File: src/rtl/mem_responder_pkg.sv
// Shared definitions for the memory responder: command encodings, FSM states,
// decode targets and default peripheral addresses.
package mem_responder_pkg;

    typedef enum logic [1:0] {
        MNONE  = 2'b00,
        MREAD  = 2'b01,
        MWRITE = 2'b10,
        MRSVD  = 2'b11
    } mem_cmd_t;

    typedef enum logic [1:0] {
        ST_IDLE = 2'd0,
        ST_RD   = 2'd1,
        ST_WR   = 2'd2
    } state_t;

    typedef enum logic [1:0] {
        TGT_RAM  = 2'd0,
        TGT_LED  = 2'd1,
        TGT_SW   = 2'd2,
        TGT_NONE = 2'd3
    } tgt_t;

    localparam logic [8:0] LED_ADDR_DEF = 9'h100;
    localparam logic [8:0] SW_ADDR_DEF  = 9'h140;

endpackage

File: src/rtl/mem_responder_if.sv
// Initiator <-> responder memory bus: command, address, data and ready pulse.
interface mem_responder_if #(
    parameter int ADDR_W = 9,
    parameter int DATA_W = 16
);
    logic [1:0]        mem_cmd;
    logic [ADDR_W-1:0] mem_addr;
    logic [DATA_W-1:0] write_data;
    logic [DATA_W-1:0] read_data;
    logic              mem_ready;

    modport master (
        output mem_cmd, mem_addr, write_data,
        input  read_data, mem_ready
    );

    modport slave (
        input  mem_cmd, mem_addr, write_data,
        output read_data, mem_ready
    );
endinterface

File: src/rtl/mem_responder_ram_sp.sv
// Single-port RAM with synchronous write and registered read; contents are
// deliberately not reset.
module ram_sp #(
    parameter int DEPTH  = 256,
    parameter int DATA_W = 16,
    parameter int AW     = 8
) (
    input  logic              clk,
    input  logic              we,
    input  logic [AW-1:0]     addr,
    input  logic [DATA_W-1:0] wdata,
    output logic [DATA_W-1:0] rdata
);
    logic [DATA_W-1:0] mem_q [DEPTH];
    logic [DATA_W-1:0] rdata_q;

    always_ff @(posedge clk) begin
        if (we) begin
            mem_q[addr] <= wdata;
        end
        rdata_q <= mem_q[addr];
    end

    assign rdata = rdata_q;
endmodule

File: src/rtl/mem_responder.sv
// Memory-mapped responder: RAM, an LED register and a synchronized switch port
// behind a command/ready bus, with a sticky error flag for bad accesses.
//
// state   | meaning
// ST_IDLE | sample command; writes and RAM read-fetch happen on this edge
// ST_RD   | load read_data from the latched target, pulse mem_ready
// ST_WR   | write already done, pulse mem_ready
module mem_responder
    import mem_responder_pkg::*;
#(
    parameter int               ADDR_W    = 9,
    parameter int               DATA_W    = 16,
    parameter int               RAM_DEPTH = 256,
    parameter logic [ADDR_W-1:0] LED_ADDR = LED_ADDR_DEF,
    parameter logic [ADDR_W-1:0] SW_ADDR  = SW_ADDR_DEF
) (
    input  logic                 clk,
    input  logic                 reset,
    mem_responder_if.slave       bus,
    input  logic [9:0]           sw,
    output logic [7:0]           led,
    output logic                 err
);
    localparam int RAM_AW = $clog2(RAM_DEPTH);

    state_t            state_q, state_d;
    logic [ADDR_W-1:0] addr_q, addr_d;
    logic [DATA_W-1:0] read_data_q, read_data_d;
    logic              mem_ready_q, mem_ready_d;
    logic [7:0]        led_q, led_d;
    logic              err_q, err_d;
    logic [9:0]        sw_meta_q, sw_sync_q;

    logic              ram_we;
    logic [DATA_W-1:0] ram_rdata;
    tgt_t              cmd_tgt, addr_tgt;

    function automatic tgt_t decode(input logic [ADDR_W-1:0] a);
        if (a < ADDR_W'(RAM_DEPTH)) return TGT_RAM;
        else if (a == LED_ADDR)     return TGT_LED;
        else if (a == SW_ADDR)      return TGT_SW;
        else                        return TGT_NONE;
    endfunction

    ram_sp #(
        .DEPTH  (RAM_DEPTH),
        .DATA_W (DATA_W),
        .AW     (RAM_AW)
    ) u_ram (
        .clk   (clk),
        .we    (ram_we),
        .addr  (bus.mem_addr[RAM_AW-1:0]),
        .wdata (bus.write_data),
        .rdata (ram_rdata)
    );

    always_comb begin
        state_d     = state_q;
        addr_d      = addr_q;
        read_data_d = read_data_q;
        mem_ready_d = 1'b0;
        led_d       = led_q;
        err_d       = err_q;
        ram_we      = 1'b0;
        cmd_tgt     = decode(bus.mem_addr);
        addr_tgt    = decode(addr_q);

        case (state_q)
            ST_IDLE: begin
                case (bus.mem_cmd)
                    MREAD: begin
                        addr_d  = bus.mem_addr;
                        state_d = ST_RD;
                        if (cmd_tgt == TGT_NONE) err_d = 1'b1;
                    end
                    MWRITE: begin
                        state_d = ST_WR;
                        case (cmd_tgt)
                            TGT_RAM:  ram_we = 1'b1;
                            TGT_LED:  led_d  = bus.write_data[7:0];
                            TGT_SW:   ;
                            default:  err_d  = 1'b1;
                        endcase
                    end
                    MRSVD:   err_d = 1'b1;
                    default: ;
                endcase
            end
            ST_RD: begin
                mem_ready_d = 1'b1;
                state_d     = ST_IDLE;
                read_data_d = '0;
                case (addr_tgt)
                    TGT_RAM: read_data_d      = ram_rdata;
                    TGT_LED: read_data_d[7:0] = led_q;
                    TGT_SW:  read_data_d[9:0] = sw_sync_q;
                    default: ;
                endcase
            end
            ST_WR: begin
                mem_ready_d = 1'b1;
                state_d     = ST_IDLE;
            end
            default: state_d = ST_IDLE;
        endcase
    end

    always_ff @(posedge clk or negedge reset) begin
        if (!reset) begin
            state_q     <= ST_IDLE;
            addr_q      <= '0;
            read_data_q <= '0;
            mem_ready_q <= 1'b0;
            led_q       <= '0;
            err_q       <= 1'b0;
            sw_meta_q   <= '0;
            sw_sync_q   <= '0;
        end else begin
            state_q     <= state_d;
            addr_q      <= addr_d;
            read_data_q <= read_data_d;
            mem_ready_q <= mem_ready_d;
            led_q       <= led_d;
            err_q       <= err_d;
            sw_meta_q   <= sw;
            sw_sync_q   <= sw_meta_q;
        end
    end

    assign bus.read_data = read_data_q;
    assign bus.mem_ready = mem_ready_q;
    assign led           = led_q;
    assign err           = err_q;
endmodule
File: src/flat_wrapper.sv
// flat-port wrapper written by rule: the top's interface ports become plain ports
module mem_responder_flat import mem_responder_pkg::*;
#(
    parameter int               ADDR_W    = 9,
    parameter int               DATA_W    = 16,
    parameter int               RAM_DEPTH = 256,
    parameter logic [ADDR_W-1:0] LED_ADDR = LED_ADDR_DEF,
    parameter logic [ADDR_W-1:0] SW_ADDR  = SW_ADDR_DEF
)
  (clk, reset, sw, led, err, bus_mem_cmd, bus_mem_addr, bus_write_data, bus_read_data, bus_mem_ready);
  mem_responder_if #(.ADDR_W(ADDR_W), .DATA_W(DATA_W)) bus_i ();
  input  logic clk;
  input  logic reset;
  input  logic [9:0] sw;
  output logic [7:0] led;
  output logic err;
  input wire logic [$bits(bus_i.mem_cmd)-1:0] bus_mem_cmd;
  input wire logic [$bits(bus_i.mem_addr)-1:0] bus_mem_addr;
  input wire logic [$bits(bus_i.write_data)-1:0] bus_write_data;
  output wire logic [$bits(bus_i.read_data)-1:0] bus_read_data;
  output wire logic [$bits(bus_i.mem_ready)-1:0] bus_mem_ready;
  assign bus_i.mem_cmd = bus_mem_cmd;
  assign bus_i.mem_addr = bus_mem_addr;
  assign bus_i.write_data = bus_write_data;
  assign bus_read_data = bus_i.read_data;
  assign bus_mem_ready = bus_i.mem_ready;
  mem_responder #(.ADDR_W(ADDR_W), .DATA_W(DATA_W), .RAM_DEPTH(RAM_DEPTH), .LED_ADDR(LED_ADDR), .SW_ADDR(SW_ADDR)) u_core (.clk(clk), .reset(reset), .bus(bus_i), .sw(sw), .led(led), .err(err));
endmodule
File: config.mk
export PLATFORM = sky130hd
export DESIGN_NAME = mem_responder_flat
export DESIGN_NICKNAME = d
export VERILOG_FILES = /design/src/rtl/mem_responder_pkg.sv /design/src/rtl/mem_responder_if.sv /design/src/rtl/mem_responder_ram_sp.sv /design/src/rtl/mem_responder.sv /design/src/flat_wrapper.sv
export SDC_FILE = /design/constraint.sdc
export NUM_CORES = 2
export LEC_CHECK = 0
export CORE_UTILIZATION = 35
export DETAILED_ROUTE_END_ITERATION = 8
export PLACE_DENSITY = 0.48
export SLEW_MARGIN = 0
export SYNTH_ARGS = -nofsm -noshare
export SYNTH_HDL_FRONTEND = slang
export SYNTH_SLANG_ARGS = --single-unit
File: constraint.sdc
create_clock -name clk -period 3.8 [get_ports clk]
set_clock_uncertainty 0.2 [all_clocks]
set_input_delay 0.57 -clock clk [delete_from_list [all_inputs] [get_ports clk]]
set_output_delay 0.57 -clock clk [all_outputs]
set_load 0.02 [all_outputs]
=== Yosys cells after proc, flatten, opt, wreduce, memory -nomap -nowiden ===
Memories as Yosys holds them, arrays and structs flattened. A register that Yosys moved wholly into a read port is not among the register bits.
Cells that the tools add are included.

* Register bits: 57
* RAM bits: 4096
* Output and inout bits: 26
* Word-level logic and storage cells: 57
* Memories kept: 1

{| class="wikitable"
|+ Memory list
! memory !! depth !! bits a word !! read ports !! clocked after Yosys merged registers in !! wr ports !! line !! text
|-
| u_core.u_ram.mem_q || 256 || 16 || 1 || 1 || 1 || mem_responder_ram_sp.sv:14 || <nowiki>logic [DATA_W-1:0] mem_q [DEPTH];</nowiki>
|}

* Order comparisons: 2
* Equality and inequality tests: 17
* Multiplexer cells: 20
* Reductions and logical operators: 9

{| class="wikitable"
|+ Operator list
! operator !! number
|-
| $eq A9 B9 Y1 const B || 4
|-
| $pmux W8 S3 || 1
|-
| $lt A9 B9 Y1 const B || 2
|-
| $eq A2 B2 Y1 const B || 6
|-
| $mux W1 || 10
|-
| $mux W2 || 5
|-
| $eq A2 B1 Y1 const B || 4
|-
| $pmux W2 S2 || 2
|-
| $logic_not A2 Y1 || 3
|-
| $mux W6 || 1
|-
| $reduce_and A4 Y1 || 1
|-
| $ne A3 B3 Y1 const B || 1
|-
| $pmux W1 S3 || 1
|-
| $reduce_and A3 Y1 || 1
|-
| $reduce_bool A3 Y1 || 1
|-
| $reduce_or A3 Y1 || 1
|-
| $ne A2 B1 Y1 const B || 1
|-
| $ne A2 B2 Y1 const B || 1
|-
| $reduce_and A2 Y1 || 1
|-
| $reduce_or A2 Y1 || 1
|}

=== Longest topological paths before layout ===
* Depth after elaboration: 10
* Depth in mapped cells: 9

=== Cells and area by module ===
Synthesis repeated with hierarchy kept, for this count alone.

* Cell total of the unflattened synthesis: 6893
* Area, all modules: 157626.2 µm²

{| class="wikitable"
|+ Modules (own cells, without submodules)
! module !! instances !! cells an instance !! area an instance (µm²)
|-
| ram_sp || 1 || 6727 || 155399.0
|-
| mem_responder || 1 || 166 || 2227.1
|}

=== Least setup slack after synthesis ===
No wires, ideal clock.

* Path type: input -> register
* Start: input port bus_mem_addr[1]
* End: memory u_core.u_ram.mem_q[182][0], enable pin
* Library setup time: 0.388 ns
* Data arrival time: 2.781 ns
* Data required time: 3.212 ns
* Path slack: 0.430 ns
* Stages on the path: 8
* Path buffers: 4
* Cell sequence: buf_2 -> clkbuf_1 -> buf_2 -> inv_1 -> nor3_1 -> nand2_1 -> clkbuf_1 -> nor2_1

* Longest elaborated chain between the ends: 10
* Elaborated cells between the ends (all ways): 12
* Those cells by class: order compare (1); eq/ne (2); mux (8); reduce/logical (1)

{| class="wikitable"
|+ Ends and longest elaborated chain
! element !! line !! text
|-
| start, declared || flat_wrapper.sv:18 || <nowiki>input wire logic [$bits(bus_i.mem_addr)-1:0] bus_mem_addr;</nowiki>
|-
| parallel branches: the longest is 10 deep, another holds $lt A9 B9 Y1 || -- ||
|-
| end, declared || mem_responder_ram_sp.sv:14 ||
|}

Several ways; the timed one is not identified.

==> flow_summary.json <==
{
  "max_freq_mhz": 255,
  "final-hold-violation-count": 0,
  "io_buffers": 64,
  "cts.clk_slew.worst_paths_ps": 60,
  "grt_start_max_net_pins": 104,
  "clk_latency_ps": 960,
  "critPathMaxFanout": 71,
  "dieWidth_um": 672,
  "cts_sinks": 4169,
  "placedCellCount": 13300,
  "routed-via-count": 76700,
  "crit_family": "compound AO/OA/AOI/OAI gates",
  "drv_cap": 1,
  "yosys-top-cells-area": "edfxtp_1 78%, mux4_2 15%, a22oi_1 2.5%",
  "io_pins": 65,
  "wire_per_inst_um": 31.8,
  "post_cts_resize_count": 0,
  "crit_top_cell": "buf_12",
  "synth.cells.most_frequent": "4096 x edfxtp_1, 1024 x mux4_2, 514 x a22oi_1, 265 x clkbuf_1, 263 x nor2_1",
  "library_cell_with_the_highest_instance_count_after_synthesis": "edfxtp_1",
  "critical-path-slowest-cell": "o41ai_1",
  "grt_pass1_wl_um": 629000,
  "outcome": "complete, but fails checks",
  "htree_levels": 5,
  "syn2layout_area_growth_pct": 20.4,
  "min-delay-path-class": "flop to flop",
  "hpwlAfterDp_um": 284000,
  "drt_first_iter_violations": 8158,
  "failed_checks": "max-capacitance violations, negative setup slack",
  "gp_congestion": 0.850,
  "timing.final.crit_period_ps": 3920,
  "finalInstanceArea_um2": 189000,
  "postSynth.asyncResetShare": 0.0137,
  "rows": 245,
  "synthDominantAreaCellType": "edfxtp_1",
  "drt_pre_antenna_iters": 8,
  "critPathLaunchType": "primary input",
  "die_area_um2": 452000,
  "post_route_cells_drive_above_1_share": 0.326,
  "tightest_slew_ps": 1480,
  "synth_seq_area_share": 0.793,
  "core_area_um2": 446000,
  "synthesis.area_um2": 157000,
  "crit_path_max_incr_delay_ps": 1300,
  "synth-edff-count": 4096,
  "worstSetupEndpointType": "flop",
  "groute.usage.overall": 0.196,
  "avgViaCountPerCell": 5.40,
  "p_leak_nw": 59.0,
  "critical_path.cell_chain": "clkdlybuf4s50_1, nor2b_4, buf_12, buf_12, a22oi_1, a21oi_1, o41ai_1, buf_4, nand4_1",
  "period_share": 1.03,
  "cp.arrival_ps": 4560,
  "grt_pass1_vias": 78900,
  "ff_latch_count_synth": 4169,
  "initial_antenna_violation_count": 25,
  "syn_inst": 6859,
  "clockBufferDepth": 4,
  "cts_tree": "yes",
  "ir_drop_worst_vdd_mv": 0.367,
  "cts_setup_buffers": 0,
  "worst_ep_required_time_ps": 4440,
  "post_dp_cell_area_um2": 175000,
  "detail_route.drc_violations": 0,
  "final-max-slew-violation-count": 0,
  "cts_made_buffers": 434,
  "avgSynthCellArea_um2": 22.9,
  "postRouteAntennaNets": 0,
  "final_cell_count_no_fill": 14200,
  "timing.setup.critical_path_class": "primary input to flop",
  "cts.root.buffer_cell": "clkbuf_16",
  "rsz0062_at_grt": "no",
  "critical_path_buf_inv_count": 4,
  "powerDensity_nw_per_um2": 519,
  "final_critical_path_setup_slack_ps": -122,
  "finalWirelength_um": 451000,
  "chipHeight_um": 672,
  "design.final.nets": 7917,
  "start_util": 0.352,
  "yosysTopAreaCellShare": 0.782,
  "synthesis.yosys.warnings": 0,
  "report.final.setup_viol": 1,
  "ys.flop_type": "edfxtp_1",
  "timing.max_slew.rel_slack": 0.00291,
  "syn-num-nets": 6903,
  "global_route.overflow_total": 0,
  "yosysUniqueCellTypes": 35,
  "fillCellCount": 38600
}
cells by family after synthesis:
family / Yosys count / synth area share
simple gates: 346 / 0.00900
compound gates: 864 / 0.0377
fa+ha+maj: 5 / 0.000398
flops: 4169 / 0.793
mux: 1041 / 0.148
buf+inv: 434 / 0.0120
placed cells by master (no fill, tap or decap), types with 5 or more instances in the layout:
cell and n:
edfxtp_1 4096, mux4_2 1024, buf_4 561, a22oi_1 514, clkbuf_16 437, buf_12 342, a21oi_1 259, nor2_1 183
clkinv_1 124, clkbuf_1 80, nor2_2 79, clkinv_2 76, dfrtp_1 57, o41ai_1 51, clkdlybuf4s50_1 45, bufinv_16 42
diode_2 33, dlygate4sd3_1 28, buf_8 17, inv_1 16, nand4_1 16, nand2_2 16, dfxtp_1 16, nand2_1 15
mux2_2 15, o41ai_2 13, nor2b_1 9, inv_6 9, clkbuf_8 9, a222oi_1 8, o22ai_1 8, nand3_1 7
a31o_2 7, inv_16 6, nor3_1 5, clkinv_16 5, clkinvlp_4 5
path summary, 6_finish.rpt:
path	from	to	slack, ps	depth (start not counted)
max	bus_mem_addr[2]	u_core.u_ram.rdata[15]$_DFF_P_	-120	9
min in group asynchronous	reset	u_core.state_q[1]$_DFFE_PN0P_	560	3
min	u_core.sw_meta_q[0]$_DFF_PN0_	u_core.sw_sync_q[0]$_DFF_PN0_	150	0
max in group asynchronous	reset	u_core.sw_meta_q[6]$_DFF_PN0_	1530	4
min reg2reg	u_core.sw_meta_q[0]$_DFF_PN0_	u_core.sw_sync_q[0]$_DFF_PN0_	150	0
max reg2reg	u_core.u_ram.mem_q[72][15]$_DFFE_PP_	u_core.u_ram.rdata[15]$_DFF_P_	350	6
sequential cells by signal, summed over array words and instances, names as in the netlist:
signal,flops
u_core.state_q,2
u_core.bus.mem_ready,1
u_core.addr_q,9
u_core.bus.read_data,16
u_core.sw_sync_q,10
u_core.led,8
u_core.u_ram.mem_q,4096
u_core.err,1
u_core.sw_meta_q,10
u_core.u_ram.rdata,16
routing by layer:
layer  part of all wire  track usage
met1               0.44        0.280
met2               0.47        0.313
met4              0.035       0.0609
met3              0.054       0.0281
met5           0.000082            0
stage by stage:
stage / util / worst slack (ps) / total power [mW] / hold WS [ps] / setup TNS (ps)
2_1_floorplan: - / 430 / 54.1 / 74.4 / 0
3_3_place_gp: 0.392 / -1140 / 57.4 / 141 / -9560
3_5_place_dp: 0.392 / -966 / 57.4 / 137 / -7390
4_1_cts: 0.424 / 76.7 / 99.4 / 151 / 0
5_1_grt: 0.424 / 78.1 / 101 / 153 / 0
6_report: 0.424 / -122 / 98.4 / 148 / -122
timing repair:
item / 4_1_cts / 5_1_grt
hold endpoints to repair: 698 / 0
endpoints found under the setup margin: 0 / 0
hold buffers: 28 / 0
power breakdown:
| group | total, mW | switching [mW] | internal, mW |
|---|---|---|---|
| sequential | 51.0 | 0.313 | 50.7 |
| combinational | 5.46 | 3.41 | 2.05 |
| clock | 42.0 | 17.8 | 24.1 |
| total | 98.4 | 21.6 | 76.8 |
layout make-up:
type	instances	area (µm²)	share of cell area
inverters	17	63.8	0.000337
well taps	5928	7420	0.0392
clock inverters	276	2610	0.0138
diodes	33	82.6	0.000436
repair buffers	995	12100	0.0638
flip-flops and latches	4169	125000	0.659
multi-input cells	2256	31100	0.164
clock buffers	526	11400	0.0600
No activity file was read; power rests on OpenSTA's default activity.
